File: src/rtl/base_mem_rdarb.sv
// base_mem_rdarb: round-robin arbiter that shares one synchronous-read memory
// port among n requesters. Each requester owns a one-entry response slot
// (EMPTY -> PEND -> FULL). Read data is returned two cycles after the grant.
module base_mem_rdarb #(
  parameter int width      = 1,
  parameter int addr_width = 1,
  parameter int n          = 2
) (
  input  logic                      clk,
  input  logic                      reset,
  input  logic [n-1:0]              i_r_v,
  output logic [n-1:0]              i_r_r,
  input  logic [n*addr_width-1:0]   i_r_a,
  output logic                      o_re,
  output logic [addr_width-1:0]     o_ra,
  input  logic [width-1:0]          i_rd,
  output logic [n-1:0]              o_d_v,
  input  logic [n-1:0]              i_d_r,
  output logic [n*width-1:0]        o_d_d
);

  localparam int PW = (n > 1) ? $clog2(n) : 1;

  typedef enum logic [1:0] {
    SLOT_EMPTY = 2'd0,
    SLOT_PEND  = 2'd1,
    SLOT_FULL  = 2'd2
  } slot_e;

  slot_e                 slot_r [n];
  logic [PW-1:0]         last_r;     // index of the most recently granted requester
  logic [n-1:0]          elig_s;
  logic [n-1:0]          grant_s;
  logic [PW-1:0]         gidx_s;
  logic                  any_s;
  logic [addr_width-1:0] ra_s;

  // A requester may be granted if its slot is free, or is being drained this cycle.
  always_comb begin
    elig_s = '0;
    for (int k = 0; k < n; k++) begin
      if (!reset) begin
        elig_s[k] = 1'b0;
      end else if (i_r_v[k] &&
                   ((slot_r[k] == SLOT_EMPTY) ||
                    ((slot_r[k] == SLOT_FULL) && i_d_r[k]))) begin
        elig_s[k] = 1'b1;
      end else begin
        elig_s[k] = 1'b0;
      end
    end
  end

  // Round-robin pick: scan starting just after the last granted requester.
  always_comb begin
    grant_s = '0;
    gidx_s  = '0;
    any_s   = 1'b0;
    ra_s    = '0;
    for (int off = 1; off <= n; off++) begin
      for (int k = 0; k < n; k++) begin
        if (!any_s && elig_s[k] && (k == ((int'(last_r) + off) % n))) begin
          any_s      = 1'b1;
          grant_s[k] = 1'b1;
          gidx_s     = PW'(k);
          ra_s       = i_r_a[k*addr_width +: addr_width];
        end else begin
          any_s = any_s;
        end
      end
    end
  end

  assign i_r_r = grant_s;
  assign o_re  = any_s;
  assign o_ra  = ra_s;

  // Response valid is simply "slot holds data".
  always_comb begin
    o_d_v = '0;
    for (int k = 0; k < n; k++) begin
      o_d_v[k] = (slot_r[k] == SLOT_FULL);
    end
  end

  // Slot state machine, response data capture and round-robin pointer.
  always_ff @(posedge clk or negedge reset) begin
    if (!reset) begin
      for (int k = 0; k < n; k++) begin
        slot_r[k] <= SLOT_EMPTY;
      end
      o_d_d  <= '0;
      last_r <= PW'(n - 1);   // makes requester 0 the first in line
    end else begin
      if (any_s) begin
        last_r <= gidx_s;
      end
      for (int k = 0; k < n; k++) begin
        case (slot_r[k])
          SLOT_EMPTY: begin
            if (grant_s[k]) begin
              slot_r[k] <= SLOT_PEND;
            end
          end
          SLOT_PEND: begin
            // memory data is valid exactly one cycle after the grant
            slot_r[k]                <= SLOT_FULL;
            o_d_d[k*width +: width]  <= i_rd;
          end
          SLOT_FULL: begin
            if (grant_s[k]) begin
              slot_r[k] <= SLOT_PEND;
            end else if (i_d_r[k]) begin
              slot_r[k] <= SLOT_EMPTY;
            end
          end
          default: begin
            slot_r[k] <= SLOT_EMPTY;
          end
        endcase
      end
    end
  end

endmodule

File: config.mk
export PLATFORM = sky130hd
export DESIGN_NAME = base_mem_rdarb
export DESIGN_NICKNAME = d
export VERILOG_FILES = /design/src/rtl/base_mem_rdarb.sv
export SDC_FILE = /design/constraint.sdc
export NUM_CORES = 1
export LEC_CHECK = 0
export BUFFER_PORTS_ARGS = -buffer_cell sky130_fd_sc_hd__buf_2
export CELL_PAD_IN_SITES_DETAIL_PLACEMENT = 1
export CELL_PAD_IN_SITES_GLOBAL_PLACEMENT = 2
export CORE_MARGIN = 1.5
export CORE_UTILIZATION = 26
export DETAILED_ROUTE_END_ITERATION = 8
export MAX_ROUTING_LAYER = met4
export PLACE_DENSITY_LB_ADDON = 0.2
export SLEW_MARGIN = 20
export SYNTH_ARGS = -nofsm -noshare
export SYNTH_HDL_FRONTEND = slang
export SYNTH_SLANG_ARGS = --single-unit
File: constraint.sdc
create_clock -name clk -period 2.1 [get_ports clk]
set_input_delay 0.315 -clock clk [delete_from_list [all_inputs] [get_ports clk]]
set_output_delay 0.315 -clock clk [all_outputs]
set_load 0.01 [all_outputs]
==> qor.yml, run 1 <==
pwr:
  p_leak_nw: 0.2487
  peakVddDrop_v: 0.0003374
  power.density_mw_per_mm2: 882.5
grt:
  met1_usage_pct: 14.53
  met2_usage_pct: 21.31
  grt_max_degree: 7
  grtUsageMet3_pct: 6.818
  grt_pass1_wl_um: 1276
  antenna_found_initial: 0
  grt_pass1_vias: 300
  busiest_layer: "met2"
  grt_usage_pct: 13.94
  overflow: 0
clock_network:
  clockBufferDepth: 2
  cts_buffers: 3
  cts_tree: "yes"
  cts.repair.resized: 0
  clockRootBuffer: "clkbuf_4"
  cts_max_level: 1
  numClockSinks: 7
  post_cts_buffers: 0
  path_clk_slew_ps: 50
  insertion_delay_ps: 250
synthesis:
  netlist_area_um2: 351.6
  synth_nets: 39
  synth_edf_count: 0
  yosys_warnings: 0
  synth-seq-area-share_pct: 50.18
  async_flop_share_pct: 100.0
  synth_area_leaders: "dfrtp_1 43%, dfstp_2 7.5%, nand4b_4 6.8%, mux2_2 6.4%, o21ai_0 4.3%"
  synthTopCellsByCount: "6 x dfrtp_1, 3 x nand2_1, 3 x o21ai_0"
  yosysMostFrequentCell: "dfrtp_1"
  ys.flop_type: "dfrtp_1"
  ys_types: 17
  ys_ff_latch: 7
  syn_avg_cell_area_um2: 11.72
  synth_area_leader_cell: "dfrtp_1"
  synthCells: 30
  synth_top_area_share_pct: 42.70
timing:
  tightestPinTransition_ps: 281.8
  tns_ps: 0
  max_slew_margin_pct: 81.15
  final-setup-viol-count: 0
  fin_crit_sh_pct: 85.61
  finalHoldViolCount: 0
  fin_crit_ps: 1798
  fmax_mhz: 556.2
  fin_worst_skew_ps: 2.570
  finalMaxSlewViolations: 0
  rsz0062_at_grt: "false"
detailed_routing:
  wl_um: 773
  wire_per_inst_um: 11.71
  viasPerCell: 4.667
  vias: 308
  drt_iter0_drc: 1
  drt-pass1-iter-count: 2
  drcViolationCount: 0
  ant_nets: 0
final_layout:
  final_cell_area_um2: 486.7
  nets: 61
  fillers: 151
  syn_to_final_growth_pct: 38.43
  antenna_cells: 0
  layout-drive-gt1-share_pct: 50.98
  finalNonFillerCells: 66
placed_design:
  dp_hpwl_um: 586
  dpl_cell_area_um2: 450.4
  port_buffers: 16
  place_congestion: 0.6555
  dp.cells: 61
job:
  cap_violations: 0
setup_path:
  worstPathRequired_ps: 1780
  end_kind: "output pin"
  slowest_stage: "dfrtp_1"
  path_class: "register to output pin"
  cp.arrival_ps: 1480
  startpoint_type: "register"
  slowest_delay_ps: 390
  worstPathMaxFanout: 6
  worstPathCellList: "nand2b_2 -> nand4b_4 -> o21a_1 -> a22o_1 -> buf_2"
die:
  floorplan.die.height_um: 39.78
  coreArea_mm2: 0.001285
  start_util_pct: 27.36
  die_area_mm2: 0.001582
  fp-row-count: 13
  die_x_um: 39.78
  num_io_pins: 17
run_status:
  status: "complete, no violations"
worst_hold_path:
  hold_path_class: "input pin to async pin"
-- state kept, by name (all words and copies together), names as in the netlist --
name / count
slot_r: 4
last_r: 1
o_d_d: 2
-- repair_timing --
action / in CTS / in global routing
endpoints found under the setup margin: 0 / 0
endpoints found under the hold margin: 6 / 0
hold buffers: 1 / 0
-- through the flow --
| step | utilization, % | hold WS (ps) | setup WS (ps) | total power [W] |
|---|---|---|---|---|
| after floorplan | - | 19.41 | 678.6 | 0.0002577 |
| after global placement | 35.05 | 174.4 | 490.7 | 0.0003013 |
| after detailed placement | 35.05 | 183.8 | 459.3 | 0.0003061 |
| after CTS | 37.88 | 62.59 | 282.2 | 0.0004379 |
| after global routing | 37.88 | 60.86 | 203.9 | 0.0004655 |
| final | 37.88 | 61.91 | 302.1 | 0.0004295 |
-- report_power, final --
part	internal [W]	leakage [nW]	switching (W)
clock	0.0000727	0.0150	0.0000534
combinational	0.0000585	0.147	0.0000521
sequential	0.000170	0.0865	0.0000226
total	0.000301	0.249	0.000128
-- layout by cell type (no fill, tap or decap) --
master / Yosys / layout
nand2_1: 3 / 3
mux2_2: 2 / 2
buf_2: 0 / 16
inv_1: 1 / 1
or2b_1: 1 / 1
or3_1: 1 / 1
nand2b_2: 1 / 1
nand2b_1: 2 / 2
dfrtp_1: 6 / 6
nor2b_1: 1 / 1
dfstp_2: 1 / 1
o21a_1: 2 / 2
nand4b_4: 1 / 1
a21oi_1: 2 / 2
o21ai_0: 3 / 3
nor2b_4: 1 / 1
clkbuf_1: 0 / 1
a22o_1: 1 / 1
nor3_2: 1 / 1
clkbuf_4: 0 / 3
dlygate4sd3_1: 0 / 1
-- critical path, delay by kind of cell, from the launching register on --
| family | cells | cell delay [ps] |
|---|---|---|
| flops | 1 | 390 |
| compound gates | 2 | 440 |
| buf+inv | 1 | 130 |
| simple gates | 2 | 260 |
-- final cells by class --
class	count	area, µm²	area share, %
Clock buffer	4	26.28	5.398
Tap cell	15	18.77	3.856
Multi-Input combinational cell	22	171.4	35.22
Inverter	1	3.754	0.7712
Sequential cell	7	176.4	36.25
Timing Repair Buffer	17	90.09	18.51
-- metal layers --
metal / vias to the layer above / part of all wire [%]
met3: 4 / 9.2
met4: 0 / 3.0
li1: 148 / -
met2: 17 / 46
met5: - / 0
met1: 139 / 42
-- final timing paths --
path | slack [ps] | cells past startpoint | start | end
setup / recovery | 300 | 5 | slot_r[1] | o_ra
hold / removal | 60 | 1 | reset | last_r
setup reg to reg | 1000 | 4 | slot_r[3] | last_r
hold reg to reg | 500 | 1 | o_d_d[1] | o_d_d[1]
max in group asynchronous | 1320 | 2 | reset | slot_r[0]
min in group clk | 310 | 2 | i_d_r[0] | slot_r[3]
-- cell families after synthesis --
kind of cell    share of synthesized area, %
mux                                    6.405
simple gates                           28.47
compound gates                         13.88
flops                                  50.18
buf+inv                                1.067
No activity file was read; power rests on OpenSTA's default activity.
==> inputs of run 2 (changes only) <==
CELL_PAD_IN_SITES_DETAIL_PLACEMENT = unset   (was 1)
CELL_PAD_IN_SITES_GLOBAL_PLACEMENT = unset   (was 2)
CORE_AREA = 2 2 39 41   (was unset)
CORE_MARGIN = unset   (was 1.5)
CORE_UTILIZATION = unset   (was 26)
CTS_CLUSTER_DIAMETER = 100   (was unset)
DIE_AREA = 0 0 41 43   (was unset)
==> run 2 against run 1 <==
Compared with the run above: clock skew increased by 0.96 ps; register-to-register slack better by 20 ps; count of clock-buffer cells in the layout is the same; critical path type unchanged; highest routed layer is now met3.
==> qor.yml, run 2 (synthesis results as in run 1) <==
run_status:
  status: "complete, no violations"  # unchanged
final_layout:
  nets: 61  # unchanged
  multi_input_area_um2: 171.4  # unchanged
  final-seq-area_um2: 176.4  # unchanged
  layout-drive-gt1-share_pct: 50.98  # unchanged
  final_common_cell: "buf_2"  # unchanged
  final_util_pct: 35.26  # was 37.88%
  largestRegisters: "slot_r x4, o_d_d x2, last_r x1"  # unchanged
  layout_common_cells: "16 x buf_2, 6 x dfrtp_1, 3 x nand2_1, 3 x o21ai_0, 3 x clkbuf_4"  # unchanged
  fillers: 148  # was 151
  top_register: "slot_r"  # unchanged
  largest_reg_flops: 4  # unchanged
  syn_to_final_growth_pct: 38.79  # was 38.43%
  antenna_cells: 0  # unchanged
timing:
  worst_slack_ps: 335.5  # was 302.1 ps
  fin_worst_skew_ps: 3.533  # was 2.570 ps
  fmax_mhz: 566.7  # was 556.2 MHz
  final-setup-viol-count: 0  # unchanged
  tns_ps: 0  # unchanged
  finalHoldViolCount: 0  # unchanged
  fin_crit_sh_pct: 84.02  # was 85.61%
  rsz0062_at_grt: "false"  # unchanged
  finalMaxSlewViolations: 0  # unchanged
  max_slew_margin_pct: 80.66  # was 81.15%
  tightestPinTransition_ps: 289.2  # was 281.8 ps
  fin_crit_ps: 1764  # was 1798 ps
pwr:
  p_leak_nw: 0.2487  # unchanged
  power.density_mw_per_mm2: 869.6  # was 882.5 mW/mm²
  p_total_w: 0.0004244  # was 0.0004295 W
  net-switching-power_w: 0.0001231  # was 0.0001281 W
  p_comb_share_pct: 25.9  # was 25.8%
  clockPowerShare_pct: 28.9  # was 29.4%
  peakVddDrop_v: 0.0003859  # was 0.0003374 V
  p_int_w: 0.0003013  # was 0.0003014 W
  pwr-share-seq_pct: 45.2  # was 44.9%
  netSwitchingFraction_pct: 29.01  # was 29.83%
clock_network:
  clockRootBuffer: "clkbuf_4"  # unchanged
  insertion_delay_ps: 250  # about the same
  post_cts_buffers: 0  # unchanged
  cts_max_level: 1  # unchanged
  clockBufferDepth: 2  # unchanged
  numClockSinks: 7  # unchanged
  path_clk_slew_ps: 50  # about the same
  cts_buffers: 3  # unchanged
  cts_tree: "yes"  # unchanged
detailed_routing:
  viasPerCell: 4.373  # was 4.667
  vias: 293  # was 308
  wl_um: 702  # was 773 µm
  wire_per_inst_um: 10.48  # was 11.71 µm
  m1WireLength_um: 322  # was 321 µm
  ant_nets: 0  # unchanged
  drcViolationCount: 0  # unchanged
  drt-pass1-iter-count: 2  # unchanged
  routed.top_layer: "met3"  # was met4
  met2WireLength_um: 309  # was 357 µm
  met3_wirelength_um: 71  # unchanged
  drt_iter0_drc: 1  # unchanged
grt:
  overflow: 0  # unchanged
  grt_pass1_vias: 261  # was 300
  antenna_found_initial: 0  # unchanged
  grt_pass1_wl_um: 1117  # was 1276 µm
  grt_usage_pct: 10.72  # was 13.94%
  grt_max_degree: 7  # unchanged
worst_hold_path:
  hold_path_class: "input pin to async pin"  # unchanged
die:
  die_x_um: 41  # was 39.78 µm
  coreArea_mm2: 0.001384  # was 0.001285 mm²
  floorplan.die.height_um: 43  # was 39.78 µm
  fp-row-count: 14  # was 13
  num_io_pins: 17  # unchanged
  start_util_pct: 25.41  # was 27.36%
  die_area_mm2: 0.001763  # was 0.001582 mm²
setup_path:
  path_class: "register to output pin"  # unchanged
  cp.arrival_ps: 1450  # was 1480 ps
  startpoint_type: "register"  # unchanged
  end_kind: "output pin"  # unchanged
  worstPathMaxFanout: 6  # unchanged
  worstPathRequired_ps: 1780  # about the same
placed_design:
  port_buffers: 16  # unchanged
  dp_slack_ps: 464.2  # was 459.3 ps
  dp_hpwl_um: 513.9  # was 586 µm
  place_congestion: 0.6349  # was 0.6555
job:
  cap_violations: 0  # unchanged
run 2: cell counts in the layout (fill, tap and decap cells not counted):
Identical to the previous run, type by type.
run 2: power groups by stage:
stage	Sequential [W]	Clock, W	Combinational (W)
2_1_floorplan	0.000198	0	0.0000593
3_3_place_gp	0.000196	0	0.000109
3_5_place_dp	0.000194	0	0.000110
4_1_cts	0.000192	0.000129	0.000113
5_1_grt	0.000197	0.000145	0.000123
6_report	0.000192	0.000123	0.000110
run 2: metal layers:
metal / track usage (%) / up-vias
met1: 11.00 / 130
met4: 4.000 / 0
met2: 14.37 / 14
li1: - / 149
met5: - / -
met3: 9.424 / 0
run 2: final timing paths:
check                           startpoint  depth (start not counted)  slack, ps        end
worst max-delay path             slot_r[1]                          5        340       o_ra
worst min-delay path                 reset                          1         60     last_r
worst max register to register   slot_r[3]                          4       1020     last_r
worst min register to register    o_d_d[0]                          1        500   o_d_d[0]
max in group asynchronous            reset                          2       1320   o_d_d[1]
min in group clk                  i_d_r[0]                          2        310  slot_r[3]
run 2: what timing repair did:
| item | in CTS | in global routing |
|---|---|---|
| endpoints found under the hold margin | 6 | 0 |
| endpoints found under the setup margin | 0 | 0 |
| hold buffers | 1 | 0 |
| resized for setup | 0 | 0 |
run 2: worst max-delay path: stages (launching register included):
cell and delay, ps:
dfrtp_1 400, nand2b_2 100, nand4b_4 140, o21a_1 200
a22o_1 230, buf_2 130
run 2: area by class of cell:
| type | instances | area share [%] |
|---|---|---|
| flip-flops and latches | 7 | 36.15 |
| multi-input cells | 22 | 35.13 |
| repair buffers | 17 | 18.46 |
| clock buffers | 4 | 5.385 |
| well taps | 16 | 4.103 |
| inverters | 1 | 0.7692 |
run 2: per-stage QoR:
stage	area, µm²	hold WS (ps)	cells
2_1_floorplan	351.6	19.41	30
3_3_place_gp	451.7	177.6	62
3_5_place_dp	451.7	183.5	62
4_1_cts	488.0	48.84	67
5_1_grt	488.0	41.15	67
6_report	488.0	57.82	67
==> inputs of run 3 (changes only) <==
ABC_AREA = 1   (was unset)
clock period = 1.8 ns   (was 2.1 ns; I/O delays follow)
==> run 3 against run 2 <==
Compared with the run above: sequential share of layout area is 4.8 points lower; non-clock buffer count up 3; area after synthesis grew 3.9%; clock power grew 14%; hold slack improved by 210 ps; utilization up 5.4 points; count of clock-buffer cells in the layout stayed put; critical endpoint unchanged.
==> qor.yml, run 3 <==
synthesis:
  synth-seq-area-share_pct: 48.29  # was 50.18%
  synthTopCellsByCount: "13 x nand2_1, 6 x dfrtp_1, 6 x inv_1, 4 x a21oi_1"  # was 6 x dfrtp_1, 3 x nand2_1, 3 x o21ai_0
  synthCells: 47  # was 30
  synth_edf_count: 0  # unchanged
  ys_types: 15  # was 17
  ys_ff_latch: 7  # unchanged
  synth_area_leaders: "dfrtp_1 41%, nand2_1 13%, dfstp_2 7.2%, inv_1 6.2%, a21oi_1 5.5%"  # was dfrtp_1 43%, dfstp_2 7.5%, nand4b_4 6.8%, mux2_2 6.4%, o21ai_0 4.3%
  synth_top_area_share_pct: 41.10  # was 42.70%
  netlist_area_um2: 365.4  # was 351.6 µm²
  syn_avg_cell_area_um2: 7.773  # was 11.72 µm²
  yosys_warnings: 0  # unchanged
  yosysMostFrequentCell: "nand2_1"  # was dfrtp_1
  synth_nets: 56  # was 39
  synth_area_leader_cell: "dfrtp_1"  # unchanged
  ys.flop_type: "dfrtp_1"  # unchanged
  async_flop_share_pct: 100.0  # unchanged
timing:
  final-setup-viol-count: 0  # unchanged
  finalMaxSlewViolations: 0  # unchanged
  fin_crit_sh_pct: 85.19
  rsz0062_at_grt: "false"  # unchanged
  tns_ps: 0  # unchanged
  max_slew_margin_pct: 80.93  # was 80.66%
  hold_slack_ps: 263.8  # was 57.82 ps
  tightestPinTransition_ps: 285.1  # was 289.2 ps
  finalHoldViolCount: 0  # unchanged
  fin_crit_ps: 1533
  fmax_mhz: 652.1
  fin_worst_skew_ps: 1.443  # was 3.533 ps
clock_network:
  clockRootBuffer: "clkbuf_4"  # unchanged
  cts_max_level: 1  # unchanged
  clockBufferDepth: 2  # unchanged
  cts_tree: "yes"  # unchanged
  cts_buffers: 3  # unchanged
  path_clk_slew_ps: 50  # about the same
  insertion_delay_ps: 250  # about the same
  numClockSinks: 7  # unchanged
die:
  num_io_pins: 17  # unchanged
  fp-row-count: 14  # unchanged
  die_area_mm2: 0.001763  # unchanged
  floorplan.die.height_um: 43  # unchanged
  die_x_um: 41  # unchanged
  coreArea_mm2: 0.001384  # unchanged
  start_util_pct: 26.40  # was 25.41%
detailed_routing:
  drt_iter0_drc: 5  # was 1
  wl_um: 801  # was 702 µm
  m1WireLength_um: 352  # was 322 µm
  drt-pass1-iter-count: 4  # was 2
  met3_wirelength_um: 55  # was 71 µm
  vias: 372  # was 293
  routed.top_layer: "met4"  # was met3
  drcViolationCount: 0  # unchanged
  wire_per_inst_um: 9.207  # was 10.48 µm
  met2WireLength_um: 370  # was 309 µm
  ant_nets: 0  # unchanged
  viasPerCell: 4.276  # was 4.373
final_layout:
  layout-drive-gt1-share_pct: 46.48  # was 50.98%
  nets: 81  # was 61
  largest_reg_flops: 4  # unchanged
  finalNonFillerCells: 87  # was 67
  layout_common_cells: "15 x buf_2, 12 x nand2_1, 6 x dfrtp_1"  # was 16 x buf_2, 6 x dfrtp_1, 3 x nand2_1, 3 x o21ai_0, 3 x clkbuf_4
  antenna_cells: 0  # unchanged
  final_common_cell: "buf_2"  # unchanged
  syn_to_final_growth_pct: 54.11  # was 38.79%
  final-seq-area_um2: 176.4  # unchanged
  top_register: "slot_r"  # unchanged
  fillers: 163  # was 148
  multi_input_area_um2: 176.4  # was 171.4 µm²
  largestRegisters: "slot_r x4, o_d_d x2, last_r x1"  # unchanged
  final_util_pct: 40.69  # was 35.26%
grt:
  grt_max_degree: 7  # unchanged
  grt_usage_pct: 11.18  # was 10.72%
  overflow: 0  # unchanged
  antenna_found_initial: 0  # unchanged
  grt_pass1_vias: 307  # was 261
  grt_pass1_wl_um: 1248  # was 1117 µm
placed_design:
  dp_hpwl_um: 595.5  # was 513.9 µm
  place_congestion: 0.6712  # was 0.6349
  dp.cells: 79  # was 62
  port_buffers: 16  # unchanged
run_status:
  status: "complete, no violations"  # unchanged
pwr:
  power.density_mw_per_mm2: 1070  # was 869.6 mW/mm²
  peakVddDrop_v: 0.0003712  # was 0.0003859 V
  p_leak_nw: 0.3124  # was 0.2487 nW
  p_total_w: 0.0006022  # was 0.0004244 W
setup_path:
  path_class: "register to output pin"  # unchanged
  r2r_cells: 5  # was 4
  startpoint_type: "register"  # unchanged
  worstPathMaxFanout: 4  # was 6
  end_kind: "output pin"  # unchanged
  worstPathRequired_ps: 1530  # was 1780 ps
  worstPathCellList: "inv_1 -> nand4_1 -> nand3_1 -> nand2_1 -> buf_2"  # was nand2b_2 -> nand4b_4 -> o21a_1 -> a22o_1 -> buf_2
  slowest_delay_ps: 560  # was 400 ps
  cp.arrival_ps: 1260  # was 1450 ps
  slowest_stage: "dfstp_2"  # was dfrtp_1
worst_hold_path:
  hold_path_class: "input pin to async pin"  # unchanged
job:
  cap_violations: 0  # unchanged
run 3: through the flow:
| step | cell area (µm²) | setup slack, ps |
|---|---|---|
| 2_1_floorplan | 365.4 | 653.8 |
| 3_3_place_gp | 465.4 | 450.2 |
| 3_5_place_dp | 465.4 | 442.7 |
| 4_1_cts | 511.7 | 24.76 |
| 5_1_grt | 563.0 | 156.7 |
| 6_report | 563.0 | 266.6 |
run 3: what timing repair did:
| item | CTS | global route |
|---|---|---|
| endpoints found under the hold margin | 6 | 0 |
| hold buffers | 2 | 0 |
| setup buffers | 0 | 2 |
| gates resized for setup | 0 | 10 |
| endpoints found under the setup margin | 0 | 3 |
run 3: power by group:
group | switching, W | internal [W]
sequential | 0.0000370 | 0.000214
combinational | 0.000127 | 0.0000844
clock | 0.0000556 | 0.0000844
total | 0.000219 | 0.000383
run 3: kinds of logic (layout without fill, tap and decap cells):
group	after synthesis	count (layout)	synth area share [%]
flip-flops	7	7	48.29
buffers and inverters	10	34	10.61
AND/OR/NAND/NOR	23	23	31.51
AO/OA/AOI/OAI	7	7	9.588
run 3: worst max-delay path, delay by kind of cell (launching register included):
kind	cells	cell delay, ps
flops	1	560
simple gates	3	250
buf+inv	2	210
run 3: final cells by class:
| cell class | count | area share, % |
|---|---|---|
| Sequential cell | 7 | 31.33 |
| Multi-Input combinational cell | 30 | 31.33 |
| Timing Repair Buffer | 20 | 22.00 |
| Inverter | 10 | 7.111 |
| Clock buffer | 4 | 4.667 |
| Tap cell | 16 | 3.556 |
run 3: path summary, 6_finish.rpt:
check | slack [ps] | endpoint | from
min in group clk | 290 | o_d_d[1] | i_rd
min | 260 | last_r | reset
min reg2reg | 480 | o_d_d[1] | o_d_d[1]
max | 270 | o_ra | last_r
max reg2reg | 820 | slot_r[2] | slot_r[2]
max in group asynchronous | 920 | slot_r[2] | reset
run 3: routing by layer:
layer,vias up,GRT usage [%]
met1,163,13.77
met4,0,8.000
met2,13,15.00
met5,-,-
li1,194,-
met3,2,3.141
